File: src/rtl/mem_dump_uart_pkg.sv
// rtl/mem_dump_uart_pkg.sv - shared state encodings and UART framing constants for the RAM dump engine
package mem_dump_uart_pkg;

    localparam int UART_BITS           = 10;
    localparam int DEFAULT_HALF_PERIOD = 433;

    typedef enum logic [2:0] {
        ST_IDLE,
        ST_READ,
        ST_WAIT,
        ST_SEND,
        ST_FIN,
        ST_DONE,
        ST_DRAIN
    } dump_state_t;

    function automatic logic [7:0] word_byte(input logic [31:0] word, input logic [1:0] idx);
        return word[{idx, 3'b000} +: 8];
    endfunction

endpackage

File: src/rtl/mem_dump_uart_tx.sv
// rtl/mem_dump_uart_tx.sv - 8N1 byte serializer with valid/ready byte input and shared baud divider
module mem_dump_uart_tx
    import mem_dump_uart_pkg::*;
#(
    parameter int COUNTER_MSB = 9,
    parameter int HALF_PERIOD = DEFAULT_HALF_PERIOD
) (
    input  logic       clk,
    input  logic       rst_n,
    input  logic [7:0] s_data,
    input  logic       s_valid,
    output logic       s_ready,
    output logic       tx
);

    localparam int                 CW        = COUNTER_MSB + 1;
    localparam logic [CW-1:0]      BIT_LAST  = CW'(2 * HALF_PERIOD + 1);
    localparam logic [CW-1:0]      STOP_LAST = CW'(2 * HALF_PERIOD);
    localparam logic [3:0]         STOP_IDX  = 4'(UART_BITS - 1);

    logic                 active;
    logic [UART_BITS-1:0] frame;
    logic [3:0]           bit_idx;
    logic [CW-1:0]        baud;
    logic                 bit_end;

    // The stop bit is one cycle short here; the idle cycle that follows completes it,
    // so a byte accepted in that cycle starts exactly on the stop-bit boundary.
    assign bit_end = (bit_idx == STOP_IDX) ? (baud == STOP_LAST) : (baud == BIT_LAST);
    assign s_ready = !active;
    assign tx      = active ? frame[0] : 1'b1;

    always_ff @(posedge clk or negedge rst_n) begin
        if (!rst_n) begin
            active  <= 1'b0;
            frame   <= '1;
            bit_idx <= '0;
            baud    <= '0;
        end else if (!active) begin
            if (s_valid) begin
                active  <= 1'b1;
                frame   <= {1'b1, s_data, 1'b0};
                bit_idx <= '0;
                baud    <= '0;
            end
        end else if (bit_end) begin
            baud  <= '0;
            frame <= {1'b1, frame[UART_BITS-1:1]};
            if (bit_idx == STOP_IDX) begin
                active <= 1'b0;
            end else begin
                bit_idx <= bit_idx + 4'd1;
            end
        end else begin
            baud <= baud + CW'(1);
        end
    end

endmodule

File: src/rtl/mem_dump_uart.sv
// rtl/mem_dump_uart.sv - reads a RAM word range and streams it LSB-first over a UART TX line
module mem_dump_uart
    import mem_dump_uart_pkg::*;
#(
    parameter int ADDR_WIDTH  = 12,
    parameter int COUNTER_MSB = 9,
    parameter int HALF_PERIOD = DEFAULT_HALF_PERIOD
) (
    input  logic                  clk,
    input  logic                  rst_n,
    input  logic                  start,
    input  logic [ADDR_WIDTH-1:0] startAddr,
    input  logic [ADDR_WIDTH-1:0] wordCount,
    input  logic                  abort,
    output logic [ADDR_WIDTH-1:0] memAddr,
    output logic                  memEn,
    input  logic [31:0]           memData,
    output logic                  uartTx,
    output logic                  busy,
    output logic                  done
);

    dump_state_t           state, next_state;
    logic [ADDR_WIDTH-1:0] cur;
    logic [ADDR_WIDTH:0]   remaining;
    logic [1:0]            byte_idx;
    logic [31:0]           word_buf;
    logic                  s_valid, s_ready, accept, last_byte, last_word, launch;

    assign accept    = s_valid && s_ready;
    assign last_byte = accept && (byte_idx == 2'd3);
    assign last_word = (remaining == (ADDR_WIDTH + 1)'(1));
    assign launch    = (state == ST_IDLE) && start && !abort;
    assign memAddr   = cur;

    always_ff @(posedge clk or negedge rst_n) begin
        if (!rst_n) begin
            state <= ST_IDLE;
        end else begin
            state <= next_state;
        end
    end

    always_comb begin
        next_state = state;
        case (state)
            ST_IDLE:  if (launch) next_state = ST_READ;
            ST_READ:  next_state = ST_WAIT;
            ST_WAIT:  next_state = ST_SEND;
            ST_SEND:  if (last_byte) next_state = last_word ? ST_FIN : ST_READ;
            ST_FIN:   if (s_ready) next_state = ST_DONE;
            ST_DONE:  next_state = ST_IDLE;
            ST_DRAIN: if (s_ready) next_state = ST_IDLE;
            default:  next_state = ST_IDLE;
        endcase
        // Abort only stops new bytes; DRAIN lets the frame on the line finish cleanly.
        if (abort && (state inside {ST_READ, ST_WAIT, ST_SEND, ST_FIN})) begin
            next_state = ST_DRAIN;
        end
    end

    always_comb begin
        memEn   = (state == ST_READ);
        busy    = (state != ST_IDLE);
        done    = (state == ST_DONE);
        s_valid = (state == ST_SEND) && !abort;
    end

    always_ff @(posedge clk or negedge rst_n) begin
        if (!rst_n) begin
            cur       <= '0;
            remaining <= '0;
            byte_idx  <= '0;
            word_buf  <= '0;
        end else begin
            if (launch) begin
                cur       <= startAddr;
                remaining <= (wordCount == '0) ? {1'b1, {ADDR_WIDTH{1'b0}}} : {1'b0, wordCount};
            end
            if (state == ST_WAIT) begin
                word_buf <= memData;
                byte_idx <= '0;
            end
            if (accept) begin
                byte_idx <= byte_idx + 2'd1;
            end
            if (last_byte && !last_word) begin
                cur       <= cur + ADDR_WIDTH'(1);
                remaining <= remaining - (ADDR_WIDTH + 1)'(1);
            end
        end
    end

    mem_dump_uart_tx #(
        .COUNTER_MSB (COUNTER_MSB),
        .HALF_PERIOD (HALF_PERIOD)
    ) u_tx (
        .clk     (clk),
        .rst_n   (rst_n),
        .s_data  (word_byte(word_buf, byte_idx)),
        .s_valid (s_valid),
        .s_ready (s_ready),
        .tx      (uartTx)
    );

endmodule

File: config.mk
export PLATFORM = sky130hd
export DESIGN_NAME = mem_dump_uart
export DESIGN_NICKNAME = d
export VERILOG_FILES = /design/src/rtl/mem_dump_uart_pkg.sv /design/src/rtl/mem_dump_uart_tx.sv /design/src/rtl/mem_dump_uart.sv
export SDC_FILE = /design/constraint.sdc
export NUM_CORES = 1
export LEC_CHECK = 0
export CAP_MARGIN = 20
export CORE_UTILIZATION = 45
export DETAILED_ROUTE_END_ITERATION = 6
export GPL_ROUTABILITY_DRIVEN = 0
export MAX_ROUTING_LAYER = met4
export PLACE_DENSITY = 0.73
export SETUP_SLACK_MARGIN = 0.3
export SLEW_MARGIN = 40
export SYNTH_ARGS = -nofsm -noshare
export SYNTH_HDL_FRONTEND = slang
export SYNTH_SLANG_ARGS = --single-unit
File: constraint.sdc
create_clock -name clk -period 1.9 [get_ports clk]
set_input_delay 0.19 -clock clk [delete_from_list [all_inputs] [get_ports clk]]
set_output_delay 0.19 -clock clk [all_outputs]
set_load 0.05 [all_outputs]
==> results.toml <==
[die]
dieWidth_microns = 103
rows = 36
pin_count = 76
die_area_sq_um = 10600
die_h_microns = 103
core_sq_um = 9820
initial_core_util_pct = 46.6

[grt]
antenna_found_initial = 0
grt_util_met1_pct = 34.9
gr-usage-met3_pct = 4.41
grt.busiest_layer = "met2"
grt_use_total_pct = 26.6
grt_pass1_wl_microns = 20800
grt-ovfl-total = 0
grt_pass1_vias = 4283
grt_max_degree = 54
met2_usage_pct = 42.4

[worst_setup_path]
path_max_fanout = 2
critical_path_buf_inv_count = 0
arrival_ns = 2.33
endpoint_kind = "register"
startpoint_type = "register"
path_cells = "ha_2, or3b_1, a311o_1, or4_4, mux2i_1, a21o_1"
worstPathRequired_ns = 2.16
reg2regPathDepth = 6
slowest_stage = "or4_4"
max_stage_delay_ns = 0.42
path_class = "reg2reg"
path_depth = 6
critical-path-top-delay-family = "simple AND/OR/NAND/NOR gates"

[place]
place_hpwl_microns = 7920
port_buffers = 75
dp_cells = 676

[logic_synthesis]
seq_area_frac_synth_pct = 47.2
synth_seq_cells = 86
synth_cell_types = 62
syn_nets = 505
synth.cell_area_sq_um = 4580
synthCells = 438
synth_enable_flop_cells = 0
ys_warn_count = 0
syn_area_per_cell_sq_um = 10.5
synthFlopType = "dfrtp_1"
synthArstFlopShare_pct = 100

[power]
p_leak_nw = 3.07
p_total_mw = 10.7
pwr_density_cell_nw_per_um2 = 1480
ir_worst_vdd_v = 0.000746

[route]
vias_per_cell = 5.94
initialDrtViolationCount = 327
routed_wl_microns = 14200
route.detailed.drc = 0
ant_nets = 0
drtPass1Iterations = 5
drt-wirelength-per-cell_microns = 19.1
vias = 4412

[clock_network]
cts_inserted_buffers = 9
cts-root-buf = "clkbuf_8"
cts_buffer_depth = 2
cts_tree = "built"
cts.clk_slew.worst_paths_ns = 0.10
cts_sinks = 86
htreeDepth = 3
clk_latency_ns = 0.37

[timing]
rsz0062_at_grt = "true"
layout_setup_ws_ns = -0.176
slew_headroom_pct = 67.3
fin_tns_setup_ns = -0.777
final_hold_viol_count = 0
timing.final.crit_share_pct = 109
setup_viol = 13
fin_skew_ns = 0.0165
final_max_slew_viol_count = 0
post-route-min-period_ns = 2.08
worst_pin_slew_ns = 0.492
max_freq_mhz = 482

[cells_and_area]
final_cell_mix = "dfrtp_1 (65), buf_4 (64), clkdlybuf4s50_1 (58), nand2_1 (50), mux2_4 (33)"
nets = 672
diodes = 0
instances_no_fill = 743
layout_commonest_cell = "dfrtp_1"
drive_above_1_share_pct = 44.3
area_growth_pct = 58.2

[outcome]
status = "finished with violations"
failed_checks = "negative setup slack"

[worst_hold_path]
min_path_type = "in2async"

[job]
cap_violations = 0
## sequential cells by signal (all words and copies together), names as in the netlist
name          cells
byte_idx          2
word_buf         32
u_tx.bit_idx      4
u_tx.active       1
memAddr          12
remaining        13
u_tx.baud        10
state             3
u_tx.frame        9
## cells by family (layout without fill, tap and decap cells)
group | Yosys count | after routing | share of synthesized area (%)
xor+xnor | 5 | 5 | 0.956
buf+inv | 33 | 205 | 2.98
simple gates | 168 | 168 | 19.4
mux | 53 | 53 | 14.7
fa+ha+maj | 7 | 7 | 1.91
compound gates | 86 | 86 | 12.9
flops | 86 | 86 | 47.2
## per-stage QoR
stage	instance area (sq um)	hold slack [ns]	worst slack (ns)	util [%]
after global placement	5890	0.170	-0.174	60.0
after global routing	7250	0.344	-0.235	73.8
after detailed placement	5890	0.170	-0.215	60.0
after CTS	6780	0.320	-0.125	69.0
final	7250	0.311	-0.176	73.8
after floorplan	4660	-0.106	-0.0587	-
## worst paths after layout
| kind | from | endpoint | slack, ns |
|---|---|---|---|
| max | byte_idx[1] | remaining[10] | -0.18 |
| min | rst_n | memAddr[9] | 0.31 |
| max reg2reg | byte_idx[1] | remaining[10] | -0.18 |
| min reg2reg | u_tx.frame[0] | u_tx.frame[0] | 0.48 |
| max in group asynchronous | rst_n | u_tx.frame[8] | 0.89 |
| min in group clk | memData[20] | word_buf[20] | 0.42 |
## power breakdown
part           internal, mW  switching (mW)
sequential             2.72           0.835
combinational          3.12            2.77
clock                 0.518           0.773
total                  6.36            4.37
## cells in the mapped netlist (8+ instances only)
| cell | n | share of area [%] |
|---|---|---|
| a21oi_1 | 15 | 1.6 |
| nor3_1 | 10 | 1.1 |
| dfrtp_1 | 77 | 42 |
| nand2_1 | 53 | 4.3 |
| inv_1 | 11 | 0.90 |
| dfstp_2 | 9 | 5.2 |
| o21ai_0 | 17 | 1.9 |
| clkbuf_1 | 11 | 0.90 |
| nand3_1 | 21 | 2.3 |
| mux2i_1 | 12 | 2.6 |
| nor2_1 | 24 | 2.0 |
| mux4_2 | 8 | 3.9 |
| mux2_2 | 33 | 8.1 |
| and3_1 | 11 | 1.5 |
## repair_timing
item                                    CTS  global route
gates cloned                              5             2
buffers inserted                         26            17
pin swaps                                42            39
endpoints found under the hold margin    33             0
endpoints found under the setup margin   88            87
hold buffers                              1             0
resized for setup                       116            80
## per-layer routing
layer  vias to the layer above  wire (microns)
met5                         -               0
met4                         0             323
met3                        39             653
met2                       174            7070
met1                      2229            6140
li1                       1970               -
## area by class of cell
class,count,area (sq um)
Sequential cell,86,2180
Fill cell,644,2570
Timing Repair Buffer,178,1760
Clock buffer,9,124
Inverter,11,45.0
Clock inverter,7,78.8
Tap cell,133,166
Multi-Input combinational cell,319,2890
(Power assumes the default switching activity.)
